--- config.mk ---
export PLATFORM = sky130hd
export DESIGN_NAME = s_cla_sub_pipe
export DESIGN_NICKNAME = d
export VERILOG_FILES = /design/src/rtl/s_cla_pkg.sv /design/src/rtl/s_cla_sub_pipe_cla4_slice.sv /design/src/rtl/s_cla_sub_pipe.sv
export SDC_FILE = /design/constraint.sdc
export NUM_CORES = 1
export LEC_CHECK = 0
export ABC_AREA = 1
export CAP_MARGIN = 20
export CORE_MARGIN = 4
export CORE_UTILIZATION = 35
export CTS_CLUSTER_DIAMETER = 100
export CTS_CLUSTER_SIZE = 40
export DETAILED_ROUTE_END_ITERATION = 7
export GPL_TIMING_DRIVEN = 1
export PLACE_DENSITY_LB_ADDON = 0.08
export SETUP_SLACK_MARGIN = 0.15
export SLEW_MARGIN = 20
export SYNTH_ARGS = -nofsm -noshare
export SYNTH_HDL_FRONTEND = slang
export SYNTH_SLANG_ARGS = --single-unit
--- constraint.sdc ---
create_clock -name clk -period 4.3 [get_ports clk]
set_input_delay 0.645 -clock clk [delete_from_list [all_inputs] [get_ports clk]]
set_output_delay 0.645 -clock clk [all_outputs]
set_load 0.02 [all_outputs]
--- src/rtl/s_cla_pkg.sv ---
// Shared constants and helpers for the pipelined carry-lookahead subtractor.
package s_cla_pkg;

    localparam int CLA_BLOCK = 4;

    function automatic int cla_stages(input int width);
        return width / CLA_BLOCK;
    endfunction

endpackage

--- src/rtl/s_cla_sub_pipe_cla4_slice.sv ---
// Combinational 4-bit carry-lookahead slice: and-generate, or-propagate, xor sum.
module cla4_slice (
    input  logic [3:0] a,
    input  logic [3:0] b,
    input  logic       cin,
    output logic [3:0] sum,
    output logic       cout
);

    logic [3:0] g;
    logic [3:0] p;
    logic [3:0] c;

    assign g = a & b;
    assign p = a | b;

    // Every carry is flattened from cin so no ripple path runs through the slice.
    assign c[0] = cin;
    assign c[1] = g[0] | (p[0] & cin);
    assign c[2] = g[1] | (p[1] & g[0]) | (p[1] & p[0] & cin);
    assign c[3] = g[2] | (p[2] & g[1]) | (p[2] & p[1] & g[0]) | (p[2] & p[1] & p[0] & cin);
    assign cout = g[3] | (p[3] & g[2]) | (p[3] & p[2] & g[1]) | (p[3] & p[2] & p[1] & g[0])
                | (p[3] & p[2] & p[1] & p[0] & cin);

    assign sum = a ^ b ^ c;

endmodule

--- src/rtl/s_cla_sub_pipe.sv ---
// Skewed-pipeline signed subtractor: diff = a - b (WIDTH+1 bits), one 4-bit CLA slice per stage.
// Optional S_CLA_SUB_ADD_MODE_EN adds an op_add input selecting a + b instead.
module s_cla_sub_pipe
    import s_cla_pkg::*;
#(
    parameter int WIDTH = 16
) (
    input  logic             clk,
    input  logic             rst,
    input  logic             in_valid,
    output logic             in_ready,
    input  logic [WIDTH-1:0] a,
    input  logic [WIDTH-1:0] b,
`ifdef S_CLA_SUB_ADD_MODE_EN
    input  logic             op_add,
`endif
    output logic             out_valid,
    input  logic             out_ready,
    output logic [WIDTH:0]   diff
);

    localparam int STAGES = cla_stages(WIDTH);

    if ((WIDTH % CLA_BLOCK) != 0 || WIDTH < CLA_BLOCK) begin : g_bad_width
        $error("s_cla_sub_pipe: WIDTH must be a positive multiple of 4");
    end

    logic             adv;
    logic [WIDTH-1:0] b_eff;
    logic             cin0;
    logic             sgn0;
    logic             out_valid_reg;
    logic [WIDTH:0]   diff_reg;

    // Global stall: all stage registers advance together or all hold.
    assign adv      = ~out_valid_reg | out_ready;
    assign in_ready = adv;

`ifdef S_CLA_SUB_ADD_MODE_EN
    assign b_eff = op_add ? b : ~b;
    assign cin0  = ~op_add;
`else
    assign b_eff = ~b;
    assign cin0  = 1'b1;
`endif

    // The operation's effect on the sign bit is folded in at entry, so op_add need not travel.
    assign sgn0 = a[WIDTH-1] ^ b_eff[WIDTH-1];

    for (genvar gi = 0; gi < STAGES; gi++) begin : g_stage
        localparam int LO    = CLA_BLOCK * gi;
        localparam int SRC_W = WIDTH - LO;

        logic             v_src;
        logic             c_src;
        logic             s_src;
        logic [SRC_W-1:0] a_src;
        logic [SRC_W-1:0] b_src;
        logic [LO+3:0]    res_new;
        logic [3:0]       sum;
        logic             cout;

        if (gi == 0) begin : g_src
            assign v_src   = in_valid;
            assign c_src   = cin0;
            assign s_src   = sgn0;
            assign a_src   = a;
            assign b_src   = b_eff;
            assign res_new = sum;
        end else begin : g_src
            assign v_src   = g_stage[gi-1].g_reg.st_reg.valid;
            assign c_src   = g_stage[gi-1].g_reg.st_reg.carry;
            assign s_src   = g_stage[gi-1].g_reg.st_reg.sgn;
            assign a_src   = g_stage[gi-1].g_reg.st_reg.a_hi;
            assign b_src   = g_stage[gi-1].g_reg.st_reg.b_hi;
            assign res_new = {sum, g_stage[gi-1].g_reg.st_reg.res};
        end

        cla4_slice u_slice (
            .a   (a_src[3:0]),
            .b   (b_src[3:0]),
            .cin (c_src),
            .sum (sum),
            .cout(cout)
        );

        if (gi < STAGES - 1) begin : g_reg
            // Consumed low operand bits are dropped; finished result bits accumulate.
            typedef struct packed {
                logic             valid;
                logic             carry;
                logic             sgn;
                logic [LO+3:0]    res;
                logic [SRC_W-5:0] a_hi;
                logic [SRC_W-5:0] b_hi;
            } stage_t;

            stage_t st_reg;

            always_ff @(posedge clk or posedge rst) begin
                if (rst) begin
                    st_reg <= '0;
                end else if (adv) begin
                    st_reg <= '{valid: v_src, carry: cout, sgn: s_src, res: res_new,
                                a_hi: a_src[SRC_W-1:4], b_hi: b_src[SRC_W-1:4]};
                end
            end
        end else begin : g_out
            always_ff @(posedge clk or posedge rst) begin
                if (rst) begin
                    out_valid_reg <= 1'b0;
                    diff_reg      <= '0;
                end else if (adv) begin
                    out_valid_reg <= v_src;
                    diff_reg      <= {s_src ^ cout, res_new};
                end
            end
        end
    end

    assign out_valid = out_valid_reg;
    assign diff      = diff_reg;

endmodule
# Yosys cells after proc, flatten, opt, wreduce, memory -nomap -nowiden
# Index checks and enable logic that the tools add are counted.
dict set report totals {
  register_bits 99
  output_inout_bits 19
  inputBits 36
  elab_cells 141
}
dict set report classes {
  bitwise_logic 121
}
# operator n
set ops {}
lappend ops {{$and A1 B1 Y1} 60}
lappend ops {{$or A1 B1 Y1} 41}
lappend ops {{$xor A4 B4 Y4} 8}
lappend ops {{$and A4 B4 Y4} 4}
lappend ops {{$not A16 Y16} 1}
lappend ops {{$or A4 B4 Y4} 4}
lappend ops {{$xor A1 B1 Y1} 2}
lappend ops {{$not A1 Y1} 1}

# Logic depth before layout (Yosys ltp)
dict set report depth {
  depth_word 7
  ltp_mapped 10
  depth_no_buf 10
}

# By module
# A second synthesis with hierarchy kept.
dict set report unflattened {
  cells_unflattened 614
  hier_area_um2 4998.5
}
# mod cells_each seq_area_each_um2 area_each_um2 n_inst
set modules_own_cells {}
lappend modules_own_cells {s_cla_sub_pipe 398 2477.4 3712.3 1}
lappend modules_own_cells {cla4_slice 54 0.0 321.6 4}

# Least setup slack after synthesis
# Ideal clock, no wire load.
dict set report synth_timing {
  kind {input to output}
  from {input port out_ready}
  to {output port in_ready}
  required_time_ns 3.655
  path_slack_ns 2.513
  path_stages 4
  n_path_buf 2
  t_arrival_ns 1.142
  path_cell_list {nor2_4 -> inv_2 -> buf_6 -> buf_2}
}
dict set report synth_via {
  elab_chain_len 1
}
# item line
set synth_lines {}
lappend synth_lines {{start, declared} s_cla_sub_pipe.sv:18} ;# input logic out_ready,
lappend synth_lines {{$or A1 B1 Y1} s_cla_sub_pipe.sv:36} ;# assign adv = ~out_valid_reg | out_ready;
lappend synth_lines {{end, declared} s_cla_sub_pipe.sv:11} ;# output logic in_ready,
# No other way between the ends.

# Worst setup path after layout
# Ends and elaborated chain as after synthesis.

==> out/summary.txt <==
status: complete, no violations
wl on met1: 4.10 mm
Max Slew Vio Count: 0
max incr delay on CP: 590 ps
final hold violations: 0
Die X: 123 µm
hold_buf cts: 0
# fillers: 1266
Overflow after GRT: 0
slowest CP cell: clkdlybuf4s50_1
row count: 41
fin util: 43.6%
Resize count post-CTS: 0
clock share of power: 21.5%
layout cells sized above 1: 4.56%
CTS tree: yes
Crit path required time: 3650 ps
final net count: 637
Setup WS pre-CTS: 1760 ps
combinational share of power: 37.2%
sequential-to-total area share from yosys stat: 53.5%
Starting Density: 36.3%
setup ws final: 1820 ps
I/O pin total: 55
H-tree Lvls: 3
CORE AREA: 0.0128 mm²
TritonRoute pass-1 iters: 4
share of the synthesized area in the top cell type: 53.5%
most frequent cells in the layout: nand2_1, dfrtp_1, inv_1, o21ai_0, clkdlybuf4s50_1
Root Driver: clkbuf_16
Worst Clk Skew: 7.42 ps
Max Cap Viol: 0
Mapped Avg Cell Area: 8.96 µm²
Worst Path Arrival: 1840 ps
Crit. path cell count: 4
largest cells by area after synthesis: dfrtp_1, nand2_1, ha_1
reg2reg path depth: 5
RSZ-0062 raised after global routing: no
Int Pwr: 2.37 mW
drt total wl: 8.66 mm
Psw: 1.37 mW
commonest non-fill, non-tap cell in the layout: nand2_1
Synth Cell Area: 0.00463 mm²
global-route wire length before repair: 15.4 mm
Register Area: 0.00248 mm²
CP max FO: 2
TNS Setup: 0 ps
Leak: 2.81 nW
post-route ant nets: 0
Iteration-0 DRC Markers: 172
clock slew at reported path FFs: 70 ps
Net Sw Frac: 36.6%
CP Capture Type: output port
hold_ws: 464 ps
CP Class: in2out
Buf/Inv on CP: 3
initial antenna violation count: 0
worst-path cell chain: clkdlybuf4s50_1 -> nor2_4 -> inv_2 -> clkdlybuf4s50_1
Max Used Layer: met4
via count: 3235
warnings from Yosys: 0
area of the multi-input gates: 0.00171 mm²
Slew @ Worst Pin: 952 ps
Total Power: 3.74 mW
largest net degree at the start of global routing: 105
worst hold-check path type: reg2reg
all-layer global routing usage: 12.8%
wire per inst: 11.7 µm
Worst setup SP type: input port
PwrDens: 672 mW/mm²
Post-DP HPWL: 5.67 mm
cts bufs inserted: 9
CP dominant cell by count: clkdlybuf4s50_1
Mapped Cells: 517
Skew-Pair Late Insertion Delay: 340 ps
Hold Crit Depth: 2
Synth cell types: 22
synthesis-to-finish area growth: 20.2%
post-route clock period utilization: 57.7%
DR WL met3: 343 µm
vias in the first global route: 3298
postcts setup bufs: 0
flops & latches, synth: 99
Mapped Nets: 589
die area: 0.0151 mm²
DRC: 0
largest area contributor in the synthesized netlist: dfrtp_1
RePlAce Congestion: 0.743
f_max: 403 MHz
Clock Tree Buf Depth: 2
Rel. slew slack: 36.5%
clock sink count: 99
routed wl met2: 4.07 mm
die span in y: 123 µm
port buffer count: 54
crit-path leading delay family: buffers and inverters
final setup vio count: 0
Vias per Instance: 4.36
min cycle time layout: 2480 ps
Flop pwr share: 41.3%
diodes inserted: 0
maximum VDD drop: 0.252 mV
[Yosys cell counts]
cell and instances:
fa_1 3, dfrtp_1 99, buf_4 7, or2_2 2
o21ai_0 58, nand2_1 164, a21oi_1 7, a22oi_1 1
nand4_1 1, inv_1 78, nor2_1 11, o21ai_1 11
clkbuf_1 4, buf_2 5, nand3_1 19, xor2_1 4
o22ai_2 2, ha_1 33, nor2_4 1, inv_2 1
nand3b_1 1, buf_6 5
[routing by layer]
layer	vias to the layer above	GRT usage (%)
met5	-	0
met2	43	20.8
met3	10	4.35
met1	1500	16.1
met4	0	4.29
li1	1682	-
[worst min-delay path: stages, from the launching register on]
cell and delay [ps]:
dfrtp_1 340, nand2_1 50, nand2_1 40
[metrics by stage]
step	cell area (µm²)	std cells
after floorplan	4630	517
after global placement	5270	726
after detailed placement	5270	726
after CTS	5570	742
after global routing	5570	742
final	5570	742
[power by group through the flow]
stage	registers (mW)	clock network [mW]	logic, mW
final	1.54	0.803	1.39
after global routing	1.60	0.878	1.63
after CTS	1.55	0.843	1.43
after detailed placement	1.57	0	1.42
after global placement	1.56	0	1.39
after floorplan	1.61	0	0.940
[logic make-up after synthesis]
family                     synth area share, %
AOI/OAI and AO/OA                         8.91
xor gates and xnor gates                 0.756
adders and majority gates                 10.2
buffers and inverters                     9.61
DFF                                       53.5
and+or+nand+nor                           17.0
[area by class of cell]
class                   instances  share of cell area, %
repair buffers                 58                   10.2
well taps                     172                   3.87
flip-flops and latches         99                   44.5
clock inverters                 5                  0.944
inverters                      79                   5.37
multi-input cells             318                   30.7
clock buffers                  11                   4.36
[worst paths after layout]
| path | start | end | slack [ps] |
|---|---|---|---|
| max | out_ready | in_ready | 1820 |
| min | g_stage[0].g_reg.st_reg[25]$_DFFE_PP0P_ | g_stage[1].g_reg.st_reg[17]$_DFFE_PP0P_ | 460 |
| max reg2reg | out_valid$_DFFE_PP0P_ | g_stage[1].b_src[11]$_DFFE_PP0P_ | 2500 |
| min reg2reg | g_stage[0].g_reg.st_reg[25]$_DFFE_PP0P_ | g_stage[1].g_reg.st_reg[17]$_DFFE_PP0P_ | 460 |
| max in group asynchronous | rst | g_stage[2].g_reg.st_reg[10]$_DFFE_PP0P_ | 2840 |
| min in group asynchronous | rst | g_stage[2].b_src[7]$_DFFE_PP0P_ | 640 |
Power figures use the tool's default switching activity.
